$ cat config.mk
export PLATFORM = sky130hd
export DESIGN_NAME = i2s_rx_flat
export DESIGN_NICKNAME = d
export VERILOG_FILES = /design/src/rtl/i2s_pkg.sv /design/src/rtl/i2s_rx_if.sv /design/src/rtl/i2s_rx_sync.sv /design/src/rtl/i2s_rx.sv /design/src/flat_wrapper.sv
export SDC_FILE = /design/constraint.sdc
export NUM_CORES = 1
export LEC_CHECK = 0
export BUFFER_PORTS_ARGS = -buffer_cell sky130_fd_sc_hd__buf_2
export CAP_MARGIN = 5
export CORE_UTILIZATION = 45
export DETAILED_ROUTE_END_ITERATION = 10
export GPL_TIMING_DRIVEN = 0
export PLACE_DENSITY_LB_ADDON = 0.1
export SYNTH_ARGS = -nofsm -noshare
export SYNTH_HDL_FRONTEND = slang
export SYNTH_HIERARCHICAL = 1
export SYNTH_SLANG_ARGS = --single-unit
$ cat constraint.sdc
create_clock -name clk -period 2.5 [get_ports clk]
set_clock_uncertainty 0.2 [all_clocks]
set_input_delay 0.375 -clock clk [delete_from_list [all_inputs] [get_ports clk]]
set_output_delay 0.375 -clock clk [all_outputs]
set_load 0.05 [all_outputs]
$ cat src/rtl/i2s_pkg.sv
// Shared I2S definitions: channel and sync-state encodings plus the default
// sample width used by both the receive and transmit paths.
package i2s_pkg;

    localparam int unsigned I2S_DATA_WIDTH = 16;

    typedef enum logic {
        CH_LEFT  = 1'b0,
        CH_RIGHT = 1'b1
    } ch_e;

    typedef enum logic {
        UNSYNC = 1'b0,
        SYNC   = 1'b1
    } sync_state_e;

endpackage

$ cat src/rtl/i2s_rx_if.sv
// I2S receive bus: serial pins from the external master and parallel stereo
// words back out to the consumer.
interface i2s_rx_if #(
    parameter int unsigned DATA_WIDTH = i2s_pkg::I2S_DATA_WIDTH
) ();

    logic                  i2s_bclk;
    logic                  i2s_lrclk;
    logic                  i2s_din;
    logic [DATA_WIDTH-1:0] left_data;
    logic [DATA_WIDTH-1:0] right_data;
    logic                  data_valid;
    logic                  slot_err;
    logic                  sync_lost;

    modport master (
        output i2s_bclk, i2s_lrclk, i2s_din,
        input  left_data, right_data, data_valid, slot_err, sync_lost
    );

    modport slave (
        input  i2s_bclk, i2s_lrclk, i2s_din,
        output left_data, right_data, data_valid, slot_err, sync_lost
    );

endinterface

$ cat src/rtl/i2s_rx_sync.sv
// Brings the asynchronous I2S pins into the clk domain and flags each BCLK
// rising edge; lrclk_s/din_s are delayed to line up with rise.
module i2s_rx_sync
    import i2s_pkg::*;
(
    input  logic clk,
    input  logic reset_n,
    input  logic i2s_bclk,
    input  logic i2s_lrclk,
    input  logic i2s_din,
    output logic rise,
    output logic lrclk_s,
    output logic din_s
);

    logic [2:0] bclk_sync_r;
    logic [2:0] lrclk_sync_r;
    logic [2:0] din_sync_r;
    logic       rise_r;

    // Two synchronizer stages plus one alignment stage per pin, registered edge flag
    always_ff @(posedge clk or negedge reset_n) begin
        if (!reset_n) begin
            bclk_sync_r  <= 3'b000;
            lrclk_sync_r <= 3'b000;
            din_sync_r   <= 3'b000;
            rise_r       <= 1'b0;
        end else begin
            bclk_sync_r  <= {bclk_sync_r[1:0], i2s_bclk};
            lrclk_sync_r <= {lrclk_sync_r[1:0], i2s_lrclk};
            din_sync_r   <= {din_sync_r[1:0], i2s_din};
            rise_r       <= bclk_sync_r[1] & ~bclk_sync_r[2];
        end
    end

    assign rise    = rise_r;
    assign lrclk_s = lrclk_sync_r[2];
    assign din_s   = din_sync_r[2];

endmodule

$ cat src/rtl/i2s_rx.sv
// Slave-only I2S receiver: deserializes left/right slots MSB-first and emits
// one data_valid pulse per complete left+right frame.
module i2s_rx
    import i2s_pkg::*;
#(
    parameter int unsigned DATA_WIDTH   = I2S_DATA_WIDTH,
    parameter int unsigned BCLK_TIMEOUT = 64
) (
    input  logic    clk,
    input  logic    reset_n,
    i2s_rx_if.slave bus
);

    localparam int unsigned           CNT_W    = $clog2(DATA_WIDTH + 1);
    localparam int unsigned           TO_W     = $clog2(BCLK_TIMEOUT + 1);
    localparam logic [CNT_W-1:0]      CNT_FULL = CNT_W'(DATA_WIDTH);
    localparam logic [CNT_W-1:0]      CNT_ZERO = {CNT_W{1'b0}};
    localparam logic [TO_W-1:0]       TO_LAST  = TO_W'(BCLK_TIMEOUT - 1);
    localparam logic [TO_W-1:0]       TO_ZERO  = {TO_W{1'b0}};
    localparam logic [DATA_WIDTH-1:0] MSB_MASK = {1'b1, {(DATA_WIDTH-1){1'b0}}};
    localparam logic [DATA_WIDTH-1:0] ZERO_W   = {DATA_WIDTH{1'b0}};

    logic                  rise_s;
    logic                  lrclk_s;
    logic                  din_s;
    sync_state_e           state_r;
    sync_state_e           state_next_s;
    ch_e                   prev_lr_r;
    logic                  prev_valid_r;
    logic [CNT_W-1:0]      bit_cnt_r;
    logic [CNT_W-1:0]      cnt_next_s;
    logic [DATA_WIDTH-1:0] shift_r;
    logic [DATA_WIDTH-1:0] hold_r;
    logic [DATA_WIDTH-1:0] word_s;
    logic [DATA_WIDTH-1:0] bit_mask_s;
    logic                  left_ok_r;
    logic                  left_short_r;
    logic                  short_s;
    logic [TO_W-1:0]       to_cnt_r;
    logic                  boundary_s;
    logic                  timeout_s;
    logic                  frame_done_s;
    logic [DATA_WIDTH-1:0] left_data_r;
    logic [DATA_WIDTH-1:0] right_data_r;
    logic                  data_valid_r;
    logic                  slot_err_r;

    i2s_rx_sync u_sync (
        .clk       (clk),
        .reset_n   (reset_n),
        .i2s_bclk  (bus.i2s_bclk),
        .i2s_lrclk (bus.i2s_lrclk),
        .i2s_din   (bus.i2s_din),
        .rise      (rise_s),
        .lrclk_s   (lrclk_s),
        .din_s     (din_s)
    );

    // Slot word with the current bit merged in, saturating count and event decode
    always_comb begin
        bit_mask_s = MSB_MASK >> bit_cnt_r;
        word_s     = shift_r;
        cnt_next_s = bit_cnt_r;
        if (din_s) begin
            word_s = shift_r | bit_mask_s;
        end else begin
            word_s = shift_r;
        end
        if (bit_cnt_r == CNT_FULL) begin
            cnt_next_s = bit_cnt_r;
        end else begin
            cnt_next_s = bit_cnt_r + CNT_W'(1);
        end
        short_s      = (cnt_next_s < CNT_FULL);
        boundary_s   = rise_s & prev_valid_r & (ch_e'(lrclk_s) != prev_lr_r);
        timeout_s    = ~rise_s & (to_cnt_r == TO_LAST);
        frame_done_s = boundary_s & (state_r == SYNC) & (prev_lr_r == CH_RIGHT) & left_ok_r;
    end

    // Sync FSM state register
    always_ff @(posedge clk or negedge reset_n) begin
        if (!reset_n) begin
            state_r <= UNSYNC;
        end else begin
            state_r <= state_next_s;
        end
    end

    // Sync FSM next state: first boundary locks, BCLK timeout unlocks
    always_comb begin
        state_next_s = state_r;
        case (state_r)
            UNSYNC: begin
                if (boundary_s) begin
                    state_next_s = SYNC;
                end else begin
                    state_next_s = UNSYNC;
                end
            end
            SYNC: begin
                if (timeout_s) begin
                    state_next_s = UNSYNC;
                end else begin
                    state_next_s = SYNC;
                end
            end
            default: state_next_s = UNSYNC;
        endcase
    end

    // Clk cycles since the last rise; a rise always reloads, even on expiry
    always_ff @(posedge clk or negedge reset_n) begin
        if (!reset_n) begin
            to_cnt_r <= TO_ZERO;
        end else if (rise_s) begin
            to_cnt_r <= TO_ZERO;
        end else if (to_cnt_r != TO_LAST) begin
            to_cnt_r <= to_cnt_r + TO_W'(1);
        end
    end

    // Bit shifting, slot closure and left-word holding
    always_ff @(posedge clk or negedge reset_n) begin
        if (!reset_n) begin
            prev_lr_r    <= CH_LEFT;
            prev_valid_r <= 1'b0;
            bit_cnt_r    <= CNT_ZERO;
            shift_r      <= ZERO_W;
            hold_r       <= ZERO_W;
            left_ok_r    <= 1'b0;
            left_short_r <= 1'b0;
        end else if (timeout_s) begin
            // A stale LRCLK from before the stall must not fake a boundary
            prev_valid_r <= 1'b0;
            bit_cnt_r    <= CNT_ZERO;
            shift_r      <= ZERO_W;
            left_ok_r    <= 1'b0;
        end else if (rise_s) begin
            prev_lr_r    <= ch_e'(lrclk_s);
            prev_valid_r <= 1'b1;
            if (boundary_s) begin
                bit_cnt_r <= CNT_ZERO;
                shift_r   <= ZERO_W;
                // Slots closing while unsynchronised are discarded
                if ((state_r == SYNC) && (prev_lr_r == CH_LEFT)) begin
                    hold_r       <= word_s;
                    left_short_r <= short_s;
                    left_ok_r    <= 1'b1;
                end else if (frame_done_s) begin
                    left_ok_r <= 1'b0;
                end
            end else begin
                bit_cnt_r <= cnt_next_s;
                shift_r   <= word_s;
            end
        end
    end

    // Registered frame outputs; words hold between data_valid pulses
    always_ff @(posedge clk or negedge reset_n) begin
        if (!reset_n) begin
            left_data_r  <= ZERO_W;
            right_data_r <= ZERO_W;
            data_valid_r <= 1'b0;
            slot_err_r   <= 1'b0;
        end else begin
            data_valid_r <= frame_done_s;
            slot_err_r   <= frame_done_s & (left_short_r | short_s);
            if (frame_done_s) begin
                left_data_r  <= hold_r;
                right_data_r <= word_s;
            end
        end
    end

    assign bus.left_data  = left_data_r;
    assign bus.right_data = right_data_r;
    assign bus.data_valid = data_valid_r;
    assign bus.slot_err   = slot_err_r;
    assign bus.sync_lost  = (state_r == UNSYNC);

endmodule
$ cat src/flat_wrapper.sv
// flat-port wrapper written by rule: the top's interface ports become plain ports
module i2s_rx_flat import i2s_pkg::*;
#(
    parameter int unsigned DATA_WIDTH   = I2S_DATA_WIDTH,
    parameter int unsigned BCLK_TIMEOUT = 64
)
  (clk, reset_n, bus_i2s_bclk, bus_i2s_lrclk, bus_i2s_din, bus_left_data, bus_right_data, bus_data_valid, bus_slot_err, bus_sync_lost);
  i2s_rx_if #(.DATA_WIDTH(DATA_WIDTH)) bus_i ();
  input  logic clk;
  input  logic reset_n;
  input wire logic [$bits(bus_i.i2s_bclk)-1:0] bus_i2s_bclk;
  input wire logic [$bits(bus_i.i2s_lrclk)-1:0] bus_i2s_lrclk;
  input wire logic [$bits(bus_i.i2s_din)-1:0] bus_i2s_din;
  output wire logic [$bits(bus_i.left_data)-1:0] bus_left_data;
  output wire logic [$bits(bus_i.right_data)-1:0] bus_right_data;
  output wire logic [$bits(bus_i.data_valid)-1:0] bus_data_valid;
  output wire logic [$bits(bus_i.slot_err)-1:0] bus_slot_err;
  output wire logic [$bits(bus_i.sync_lost)-1:0] bus_sync_lost;
  assign bus_i.i2s_bclk = bus_i2s_bclk;
  assign bus_i.i2s_lrclk = bus_i2s_lrclk;
  assign bus_i.i2s_din = bus_i2s_din;
  assign bus_left_data = bus_i.left_data;
  assign bus_right_data = bus_i.right_data;
  assign bus_data_valid = bus_i.data_valid;
  assign bus_slot_err = bus_i.slot_err;
  assign bus_sync_lost = bus_i.sync_lost;
  i2s_rx #(.DATA_WIDTH(DATA_WIDTH), .BCLK_TIMEOUT(BCLK_TIMEOUT)) u_core (.clk(clk), .reset_n(reset_n), .bus(bus_i));
endmodule
==> metrics.yaml <==
run_status:
  outcome: "completed"
cells_and_area:
  drive_gt1_share_pct: 33.2
  multiInputGateArea_um2: 1520
  fin_nets: 382
  diodes: 0
  finalInstanceArea_um2: 4610
  register_area_um2: 2330
  synthToLayoutAreaGrowth_pct: 15.3
  fill_cells: 794
power_and_ir_drop:
  p_sw_share_pct: 31.8
  p_seq_share_pct: 48.6
  internal_power_uw: 2540
  pwr-share-comb_pct: 22.5
  power_density_nw_per_um2: 808
  ir_worst_vdd_mv: 0.521
  total_power_uw: 3720
  power.leakage_uw: 0.00234
  power_switching_uw: 1190
  p_clk_share_pct: 28.8
setup_path:
  reg2reg_to: "u_core/hold_r[12]"
  critPathMaxStageDelay_ns: 0.40
  path_class: "flop to flop"
  regToRegSetupSlack_ns: 0.28
  r2r-start: "u_core/bit_cnt_r[2]"
  cp-end-kind: "flop"
  worstSetupStartpointType: "flop"
  worst_ep_arrival_time_ns: 2.26
  cp_max_fo: 10
  r2r_cells: 6
  path_cells: "buf_2 -> buf_1 -> inv_1 -> ha_1 -> a21o_1 -> mux2_2"
  crit_path_top_delay_cell: "buf_1"
  required_ns: 2.54
routing:
  wl_per_cell_um: 17.2
  wirelength_um: 8310
  first_pass_iters: 4
  drc: 0
  drtIter0Drc: 109
  drtAntennaViolNets: 0
  vias_per_cell: 5.52
  vias: 2659
synthesis:
  ys_ff_latch: 93
  synthDistinctLibCells: 47
  syn_avg_cell_area_um2: 12.7
  synth.net_count: 327
  ys.flop_type: "dfrtp_1"
  async_flop_share_pct: 100
  ys.warnings.count: 6
  syn_area_um2: 4000
  synth_edf_count: 0
  syn_inst: 315
  ys_seq_area_share_pct: 58.2
die:
  dieArea_um2: 9260
  die_y_um: 96.2
  initial_core_util_pct: 46.0
  io_pins: 40
  fp-row-count: 34
  core_area_um2: 8680
  die_x_um: 96.2
clock_tree:
  clock_tree.buffer_depth: 2
  numCtsBuffers: 9
  cts_tree: "done"
  insertion_delay_ns: 0.35
  cts-root-buf: "clkbuf_8"
  clkSinkCount: 93
  clkTransAtPathRegs_ns: 0.08
  cts_max_level: 3
place:
  post-dp-hpwl_um: 5580
  place_congestion: 0.780
  placed_cell_area_um2: 4360
  io_buffers: 39
sta:
  finalSetupViolations: 0
  max_freq_ghz: 0.451
  timing.slew.headroom_pct: 60.0
  fin_crit_ns: 2.22
  period_share_pct: 88.6
  report.final.slew_viol_count: 0
  tightest_slew_ns: 0.597
  rsz0062_at_grt: "false"
  hold_violations: 0
global_route:
  grt_max_degree: 64
  grt_pass1_wl_um: 13300
  grt_pass1_vias: 2532
  grt_usage_pct: 19.5
  grt-ovfl-total: 0
  antenna_found_initial: 0
hold_path:
  hold_end: "u_core/u_sync/bclk_sync_r[1]"
  hp-class: "flop to flop"
  hold_depth: 0
  holdCritStartpoint: "u_core/u_sync/bclk_sync_r[0]"
job:
  cap_violations: 0
-- critical path, delay by kind of cell (launching register included) --
family	cells	cell delay, ns
AOI/OAI and AO/OA	1	0.22
adders and majority gates	1	0.29
buffers and inverters	3	0.75
DFF	1	0.39
muxes	1	0.26
-- flip-flops by register name, summed over array words and instances (netlist names) --
name and cells:
u_core/u_sync/lrclk_sync_r 3, u_core/to_cnt_r 7, u_core/prev_valid_r 1, u_core/u_sync/rise 1
u_core/bit_cnt_r 5, u_core/prev_lr_r 1, u_core/u_sync/din_sync_r 3, u_core/u_sync/bclk_sync_r 3
u_core/bus.left_data 16, u_core/left_ok_r 1, u_core/left_short_r 1, u_core/bus.data_valid 1
u_core/shift_r 16, u_core/bus.slot_err 1, u_core/bus.right_data 16, u_core/state_r 1
u_core/hold_r 16
-- what timing repair did --
item / in CTS / in global routing
setup endpoints to repair: 0 / 0
endpoints found under the hold margin: 33 / 0
buffers inserted: 0 / 0
hold buffers: 4 / 0
gates resized for setup: 0 / 0
-- synthesized netlist by cell type, types with 2 or more instances --
| master | number | area share [%] |
|---|---|---|
| xor2_1 | 2 | 0.44 |
| nor3_1 | 4 | 0.50 |
| buf_4 | 2 | 0.38 |
| buf_2 | 6 | 0.75 |
| nor2b_1 | 4 | 0.63 |
| nand3_1 | 15 | 1.9 |
| a21o_1 | 11 | 2.1 |
| inv_1 | 6 | 0.56 |
| nand2_1 | 15 | 1.4 |
| a31o_2 | 7 | 1.5 |
| mux2_1 | 6 | 1.7 |
| o211ai_1 | 3 | 0.56 |
| clkbuf_1 | 6 | 0.56 |
| o21ai_0 | 20 | 2.5 |
| and3_1 | 2 | 0.31 |
| nand4_1 | 3 | 0.47 |
| buf_6 | 4 | 1.1 |
| a31oi_1 | 3 | 0.47 |
| dfrtp_1 | 93 | 58 |
| and4b_1 | 3 | 0.75 |
| o211a_1 | 2 | 0.50 |
| mux2_2 | 45 | 13 |
| ha_1 | 7 | 2.2 |
| a21oi_1 | 21 | 2.6 |
| nor4bb_1 | 2 | 0.50 |
| nor2_1 | 2 | 0.19 |
-- worst max-delay path by stage --
stage	from	end	slack [ns]
CTS	u_core/bit_cnt_r[2]	u_core/bus.right_data[12]	0.27
global placement	reset_n	u_core/bus.left_data[11]	-0.08
global route	u_core/to_cnt_r[0]	u_core/shift_r[13]	0.15
detailed placement	u_core/bit_cnt_r[2]	u_core/bus.right_data[4]	0.28
floorplan	u_core/bit_cnt_r[2]	u_core/bit_cnt_r[2]	0.62
finish	u_core/bit_cnt_r[2]	u_core/hold_r[12]	0.28
-- through the flow --
step                worst slack [ns]  instances  hold WS [ns]  utilization, %  TNS, ns
global placement             -0.0808        462         0.132            49.9    -6.98
global route                   0.149        482         0.160            53.1        0
CTS                            0.274        482         0.157            53.1        0
detailed placement             0.283        463         0.136            50.2        0
floorplan                      0.623        315        -0.121               -        0
finish                         0.284        482         0.155            53.1        0
-- area by class of cell --
type | count | share of cell area (%)
buffer | 20 | 2.63
multi-input combinational | 195 | 33.0
inverter | 7 | 0.570
tap | 108 | 2.93
clock inverter | 5 | 1.85
sequential | 93 | 50.5
timing repair buffer | 44 | 5.75
clock buffer | 10 | 2.77
-- cell families (layout without fill, tap and decap cells) --
kind of cell             Yosys count  in the layout  share of synthesized area [%]
multiplexers                      51             51                           14.4
AO/OA/AOI/OAI                     72             72                           11.3
XOR/XNOR                           3              3                          0.658
buffers and inverters             27             86                           3.69
adder cells (fa/ha/maj)            7              7                           2.19
AND/OR/NAND/NOR                   62             62                           9.55
flip-flops                        93             93                           58.2
-- cells in the final DEF (no fill, tap or decap), types with 2 or more instances in the layout --
master | netlist | layout
a21o_1 | 11 | 11
a21oi_1 | 21 | 21
a31o_2 | 7 | 7
a31oi_1 | 3 | 3
and3_1 | 2 | 2
and4b_1 | 3 | 3
buf_2 | 6 | 44
buf_4 | 2 | 3
buf_6 | 4 | 4
bufinv_16 | 0 | 2
clkbuf_1 | 6 | 7
clkbuf_8 | 0 | 9
dfrtp_1 | 93 | 93
dlygate4sd3_1 | 0 | 4
ha_1 | 7 | 7
inv_1 | 6 | 6
mux2_1 | 6 | 6
mux2_2 | 45 | 45
nand2_1 | 15 | 15
nand3_1 | 15 | 15
nand4_1 | 3 | 3
nor2_1 | 2 | 2
nor2b_1 | 4 | 4
nor3_1 | 4 | 4
nor4bb_1 | 2 | 2
o211a_1 | 2 | 2
o211ai_1 | 3 | 3
o21ai_0 | 20 | 20
xor2_1 | 2 | 2
-- routing by layer --
metal  part of all wire, %  global-route usage [%]
met5                     0                       0
met4                   1.6                    7.59
met3                   3.6                    3.00
met2                    46                    29.6
met1                    49                    27.9
-- power groups by stage --
stage / Combinational (uW) / Sequential, uW / Clock (uW)
6_report: 839 / 1810 / 1070
3_3_place_gp: 820 / 1830 / 0
2_1_floorplan: 431 / 2000 / 0
4_1_cts: 847 / 1810 / 1110
3_5_place_dp: 840 / 1840 / 0
5_1_grt: 912 / 1840 / 1170
Note: power is estimated with default switching activity, not from simulation.
